### src/rtl/jk_pkg.sv
// Shared definitions for the JK flip-flop driver: op codes, FSM states and
// the expected-Q rule used by the shadow model.
package jk_pkg;

   localparam logic [2:0] JK_OP_HOLD   = 3'd0;
   localparam logic [2:0] JK_OP_RESET  = 3'd1;
   localparam logic [2:0] JK_OP_SET    = 3'd2;
   localparam logic [2:0] JK_OP_TOGGLE = 3'd3;
   localparam logic [2:0] JK_OP_PRESET = 3'd4;
   localparam logic [2:0] JK_OP_CLEAR  = 3'd5;

   localparam int JK_CNT_W = 4;

   typedef enum logic [2:0] {
      ST_INIT   = 3'd0,
      ST_IDLE   = 3'd1,
      ST_SETUP  = 3'd2,
      ST_STROBE = 3'd3,
      ST_ASYNC  = 3'd4,
      ST_SETTLE = 3'd5,
      ST_CHECK  = 3'd6,
      ST_RESP   = 3'd7
   } jk_state_e;

   // Expected flip-flop output after applying op to current Q.
   function automatic logic jk_next(input logic [2:0] op, input logic q);
      logic r;
      r = q;
      case (op)
         JK_OP_HOLD:   r = q;
         JK_OP_RESET:  r = 1'b0;
         JK_OP_SET:    r = 1'b1;
         JK_OP_TOGGLE: r = ~q;
         JK_OP_PRESET: r = 1'b1;
         JK_OP_CLEAR:  r = 1'b0;
         default:      r = q;
      endcase
      return r;
   endfunction

endpackage

### src/rtl/jk_ff_driver.sv
// Command sequencer for one active-low JK flip-flop. Each accepted command
// drives J/K and a clock strobe (or an async preset/clear pulse), waits for
// the device to settle, samples Q/QN and reports status against a shadow Q.
// All pin and status outputs are registered from the next-state decode, so
// they line up exactly with the state they belong to.
module jk_ff_driver
   import jk_pkg::*;
#(
   parameter int PULSE_CYCLES  = 2,
   parameter int SETTLE_CYCLES = 1,
   parameter int ERR_CNT_W     = 8
) (
   input  logic                 clk_i,
   input  logic                 rst_i,
   input  logic                 cmd_valid_i,
   output logic                 cmd_ready_o,
   input  logic [2:0]           cmd_op_i,
   output logic                 jk_j_o,
   output logic                 jk_k_o,
   output logic                 jk_clk_o,
   output logic                 jk_preset_o,
   output logic                 jk_clear_o,
   input  logic                 jk_q_i,
   input  logic                 jk_qn_i,
   output logic                 rsp_valid_o,
   input  logic                 rsp_ready_i,
   output logic                 rsp_q_o,
   output logic                 rsp_err_o,
   output logic [ERR_CNT_W-1:0] err_cnt_o
);

   localparam logic [JK_CNT_W-1:0] PULSE_LD  = JK_CNT_W'(PULSE_CYCLES);
   localparam logic [JK_CNT_W-1:0] SETTLE_LD = JK_CNT_W'(SETTLE_CYCLES);

   jk_state_e            state, state_nx;
   logic [JK_CNT_W-1:0]  cnt, cnt_nx;
   logic [2:0]           op, op_nx;
   logic                 exp_q, exp_q_nx;
   logic                 term, accept, illegal;

   logic                 j_nx, k_nx, clk_nx, preset_nx, clear_nx;
   logic                 ready_nx, rsp_valid_nx, rsp_q_nx, rsp_err_nx;
   logic [ERR_CNT_W-1:0] err_cnt_nx;
   logic                 jk_drive;

   assign term    = (cnt == JK_CNT_W'(1));
   assign accept  = cmd_valid_i & cmd_ready_o;
   assign illegal = (cmd_op_i > JK_OP_CLEAR);

   // Next state, pulse/settle down-counter and latched op.
   always_comb begin
      state_nx = state;
      cnt_nx   = (cnt > JK_CNT_W'(1)) ? cnt - JK_CNT_W'(1) : cnt;
      op_nx    = op;
      case (state)
         ST_INIT: begin
            // First cycle after reset the clear pin is still released;
            // only start counting once it is actually low.
            if (jk_clear_o)  cnt_nx   = cnt;
            else if (term)   state_nx = ST_IDLE;
         end
         ST_IDLE: begin
            if (accept) begin
               op_nx = cmd_op_i;
               if (cmd_op_i <= JK_OP_TOGGLE) state_nx = ST_SETUP;
               else if (!illegal) begin
                  state_nx = ST_ASYNC;
                  cnt_nx   = PULSE_LD;
               end else state_nx = ST_RESP;
            end
         end
         ST_SETUP: begin
            state_nx = ST_STROBE;
            cnt_nx   = PULSE_LD;
         end
         ST_STROBE, ST_ASYNC: begin
            if (term) begin
               state_nx = ST_SETTLE;
               cnt_nx   = SETTLE_LD;
            end
         end
         ST_SETTLE: if (term) state_nx = ST_CHECK;
         ST_CHECK:  state_nx = ST_RESP;
         ST_RESP:   if (rsp_ready_i) state_nx = ST_IDLE;
         default:   state_nx = ST_INIT;
      endcase
   end

   // State register, counter and op latch.
   always_ff @(posedge clk_i) begin
      if (rst_i) begin
         state <= ST_INIT;
         cnt   <= PULSE_LD;
         op    <= JK_OP_HOLD;
      end else begin
         state <= state_nx;
         cnt   <= cnt_nx;
         op    <= op_nx;
      end
   end

   // Pin and status next values decoded from the upcoming state.
   always_comb begin
      jk_drive     = (state_nx == ST_SETUP || state_nx == ST_STROBE ||
                      state_nx == ST_SETTLE || state_nx == ST_CHECK) &&
                     (op_nx <= JK_OP_TOGGLE);
      j_nx         = jk_drive & op_nx[1];
      k_nx         = jk_drive & op_nx[0];
      clk_nx       = (state_nx != ST_STROBE);
      preset_nx    = !(state_nx == ST_ASYNC && op_nx == JK_OP_PRESET);
      clear_nx     = !(state_nx == ST_INIT ||
                       (state_nx == ST_ASYNC && op_nx == JK_OP_CLEAR));
      ready_nx     = (state_nx == ST_IDLE);
      rsp_valid_nx = (state_nx == ST_RESP);
      exp_q_nx     = exp_q;
      rsp_q_nx     = rsp_q_o;
      rsp_err_nx   = rsp_err_o;
      err_cnt_nx   = err_cnt_o;
      if (state == ST_CHECK) begin
         exp_q_nx   = jk_next(op, exp_q);
         rsp_q_nx   = jk_q_i;
         rsp_err_nx = (jk_q_i != exp_q_nx) | (jk_qn_i == jk_q_i);
      end
      if (state == ST_IDLE && accept && illegal) rsp_err_nx = 1'b1;
      if (state == ST_RESP && rsp_ready_i && rsp_err_o && !(&err_cnt_o))
         err_cnt_nx = err_cnt_o + ERR_CNT_W'(1);
   end

   // Registered pins, response fields, shadow Q and error counter.
   always_ff @(posedge clk_i) begin
      if (rst_i) begin
         jk_j_o      <= 1'b0;
         jk_k_o      <= 1'b0;
         jk_clk_o    <= 1'b1;
         jk_preset_o <= 1'b1;
         jk_clear_o  <= 1'b1;
         cmd_ready_o <= 1'b0;
         rsp_valid_o <= 1'b0;
         rsp_q_o     <= 1'b0;
         rsp_err_o   <= 1'b0;
         err_cnt_o   <= '0;
         exp_q       <= 1'b0;
      end else begin
         jk_j_o      <= j_nx;
         jk_k_o      <= k_nx;
         jk_clk_o    <= clk_nx;
         jk_preset_o <= preset_nx;
         jk_clear_o  <= clear_nx;
         cmd_ready_o <= ready_nx;
         rsp_valid_o <= rsp_valid_nx;
         rsp_q_o     <= rsp_q_nx;
         rsp_err_o   <= rsp_err_nx;
         err_cnt_o   <= err_cnt_nx;
         exp_q       <= exp_q_nx;
      end
   end

endmodule
### config.mk
export PLATFORM = sky130hd
export DESIGN_NAME = jk_ff_driver
export DESIGN_NICKNAME = d
export VERILOG_FILES = /design/src/rtl/jk_pkg.sv /design/src/rtl/jk_ff_driver.sv
export SDC_FILE = /design/constraint.sdc
export NUM_CORES = 1
export LEC_CHECK = 0
export CORE_AREA = 2 2 57 59
export DETAILED_ROUTE_END_ITERATION = 6
export DIE_AREA = 0 0 59 61
export PLACE_DENSITY_LB_ADDON = 0.12
export SLEW_MARGIN = 25
export SYNTH_ARGS = -nofsm -noshare
export SYNTH_HDL_FRONTEND = slang
export SYNTH_SLANG_ARGS = --single-unit
### constraint.sdc
create_clock -name clk_i -period 4.8 [get_ports clk_i]
set_clock_uncertainty 0.05 [all_clocks]
set_input_delay 1.44 -clock clk_i [delete_from_list [all_inputs] [get_ports clk_i]]
set_output_delay 1.44 -clock clk_i [all_outputs]
set_load 0.005 [all_outputs]
==> flow_metrics.py <==
metrics = {
    "critical_path": {
        "cp.required_ns": 3.31,
        "cp.depth": 1,
        "cp-start-kind": "flop",
        "slowest_stage": "clkdlybuf4s50_1",
        "arrival_ns": 1.34,
        "rrSetupSlack_ns": 2.73,
        "cp_max_fo": 7,
        "cp_cell_sequence": "clkdlybuf4s50_1",
        "crit_type": "reg -> out",
        "worst-path-buf-inv": 1,
        "crit_path_max_incr_delay_ns": 0.54,
        "reg2reg_depth": 6,
        "end_kind": "output pin",
        "cpLargestDelayFamily": "buffers and inverters",
    },
    "clock_tree": {
        "htree_num_levels": 1,
        "cts_hold_buffers": 0,
        "clock_latency_ns": 0.33,
        "post_cts_buffers": 0,
        "ctsRootBufferMaster": "clkbuf_4",
        "cts_tree": "yes",
        "path_clk_slew_ns": 0.15,
        "cts_resized": 0,
        "max-clock-path-buffers": 2,
        "numClockSinks": 28,
        "cts_buffers": 3,
    },
    "drt": {
        "dr_wl_met3_um": 136,
        "routed_via_density": 5.909,
        "dr.pass1.iters": 6,
        "vias": 1371,
        "drt-met1-wl_um": 1562,
        "drt_iter0_drc": 78,
        "drt_wl_total_um": 3354,
        "drcViolationCount": 0,
        "ant_nets": 0,
        "wl_per_cell_um": 14.46,
        "top_layer_used": "met4",
        "route.met2.wl_um": 1572,
    },
    "logic_synthesis": {
        "synth_top_cells_by_count": "dfxtp_1 (28), nand2_1 (17), nor2_1 (17), a21oi_1 (15), nand3_1 (8)",
        "ys_types": 46,
        "yosysMostFrequentCell": "dfxtp_1",
        "synth-async-reset-ratio_pct": 0,
        "avgSynthCellArea_um2": 8.758,
        "synth-edff-count": 0,
        "synth_top_area_share_pct": 36.16,
        "seq_area_frac_synth_pct": 36.16,
        "synth_nets": 189,
        "syn_area_um2": 1550,
        "ys_ff_latch": 28,
        "synthCells": 177,
        "netlist_top_cells_area": "dfxtp_1 (36%), a21oi_1 (4.8%), nand2_1 (4.1%)",
        "synthFlopType": "dfxtp_1",
        "yosysTopAreaCell": "dfxtp_1",
        "yosysWarningCount": 0,
    },
    "timing": {
        "max_clock_freq_ghz": 0.3533,
        "hold_violations": 0,
        "rsz0062_at_grt": "false",
        "min_period_ns": 2.831,
        "maxSlewViolCount": 0,
        "finalCritPeriodShare_pct": 58.97,
        "tightest_slew_ns": 0.9532,
        "slew_headroom_pct": 36.25,
        "setup_viol": 0,
        "layout_setup_ws_ns": 1.969,
        "tns_ns": 0,
    },
    "final_layout": {
        "nNetsFinal": 212,
        "layout-drive-gt1-share_pct": 8.040,
        "diodes": 0,
        "area_growth_pct": 18.97,
    },
    "grt": {
        "antenna_found_initial": 0,
        "grt_start_max_net_pins": 25,
        "grt_pass1_wl_um": 5713,
        "grt_usage_pct": 20.18,
        "grt-ovfl-total": 0,
        "first_global_vias": 1357,
    },
    "pwr": {
        "ir_drop_uv": 157.5,
        "power_density_nw_per_um2": 247.7,
        "p_leak_nw": 0.6173,
    },
    "placement": {
        "portBuffers": 25,
        "preCtsSetupSlack_ns": 1.642,
        "place_hpwl_um": 2489,
        "gp_congestion": 0.8623,
    },
    "hold_path": {
        "holdPathStages": 2,
        "hold_path.class": "reg -> reg",
    },
    "floorplan": {
        "start_util_pct": 52.50,
        "coreArea_um2": 2953,
        "die_h_um": 61,
        "ios": 26,
        "die_w_um": 59,
        "num_rows": 20,
        "dieArea_um2": 3599,
    },
    "job": {
        "cap_violations": 0,
    },
    "outcome": {
        "status": "finished, final reports clean",
    },
}
## worst reg2reg max path, stage by stage (launching register included)
cell,delay (ns)
dfxtp_1,0.45
ha_1,0.23
nor3b_4,0.38
mux2_2,0.39
a32o_1,0.25
and2b_1,0.17
o21ai_0,0.07
## placed cells by master, fill, tap and decap left out, drive strengths merged, types with 2 or more instances in the layout
| cell type | Yosys | routed |
|---|---|---|
| nor3b | 6 | 6 |
| mux2 | 2 | 2 |
| and3b | 4 | 4 |
| nor2 | 17 | 17 |
| nor3 | 6 | 6 |
| mux2i | 2 | 2 |
| inv | 6 | 6 |
| or4b | 2 | 2 |
| ha | 3 | 3 |
| and4 | 2 | 2 |
| and2 | 3 | 3 |
| nor2b | 6 | 6 |
| a2111oi | 3 | 3 |
| o21ai | 6 | 6 |
| nand4b | 2 | 2 |
| nand3 | 8 | 8 |
| clkdlybuf4s50 | 0 | 25 |
| and3 | 2 | 2 |
| a211oi | 2 | 2 |
| or3 | 3 | 3 |
| xnor2 | 6 | 6 |
| a21bo | 2 | 2 |
| dfxtp | 28 | 28 |
| nand2 | 18 | 18 |
| a21oi | 16 | 16 |
| clkbuf | 3 | 4 |
| o41ai | 2 | 2 |
## sequential cells by signal (all words and copies together) (netlist names), 3 cells and up
register,cells
state,3
op,3
cnt,4
err_cnt_o,8
## stage by stage
stage                     util, %  cell area [um^2]  instances  hold slack, ns  total power [mW]
after global placement      61.23              1808        228          0.3910            0.3433
final                       62.46              1844        232          0.4185            0.4569
after CTS                   62.46              1844        232          0.4199            0.4593
after floorplan                 -              1550        177          0.4027            0.3224
after detailed placement    61.23              1808        228          0.4011            0.3464
after global routing        62.46              1844        232          0.4636            0.4771
## kinds of logic after synthesis
| group | count (synthesis) | synth area share (%) |
|---|---|---|
| buf+inv | 13 | 3.632 |
| compound gates | 38 | 20.34 |
| simple gates | 85 | 31.32 |
| fa+ha+maj | 3 | 2.422 |
| mux | 4 | 2.744 |
| flops | 28 | 36.16 |
| xor+xnor | 6 | 3.390 |
## worst paths after layout
kind | from | endpoint
setup / recovery | err_cnt_o[2]$_SDFFE_PP0P_ | err_cnt_o[2]
hold / removal | rsp_q_o$_SDFFE_PP0P_ | rsp_q_o$_SDFFE_PP0P_
setup reg to reg | cnt[0]$_SDFFE_PP0P_ | jk_clear_o$_SDFF_PP1_
hold reg to reg | rsp_q_o$_SDFFE_PP0P_ | rsp_q_o$_SDFFE_PP0P_
## power by group
part           switching [mW]  total, mW  leakage (nW)  internal, mW
logic                  0.0410     0.0862         0.370        0.0452
registers              0.0136      0.256         0.227         0.242
clock network          0.0686      0.115        0.0210        0.0465
## cell type report
class                      count  area, um^2
inverter                       6       22.52
clock buffer                   4       36.28
tap                           33       41.29
sequential                    28       560.5
fill                         265        1109
multi-input combinational    136       933.4
timing repair buffer          25       250.2
## routing by layer
layer  GRT usage (%)  vias to the layer above
li1                -                      691
met1           25.26                      631
met2           34.44                       40
met3           3.198                        9
met4           8.766                        0
met5               0                        -
Note: power is estimated with default switching activity, not from simulation.
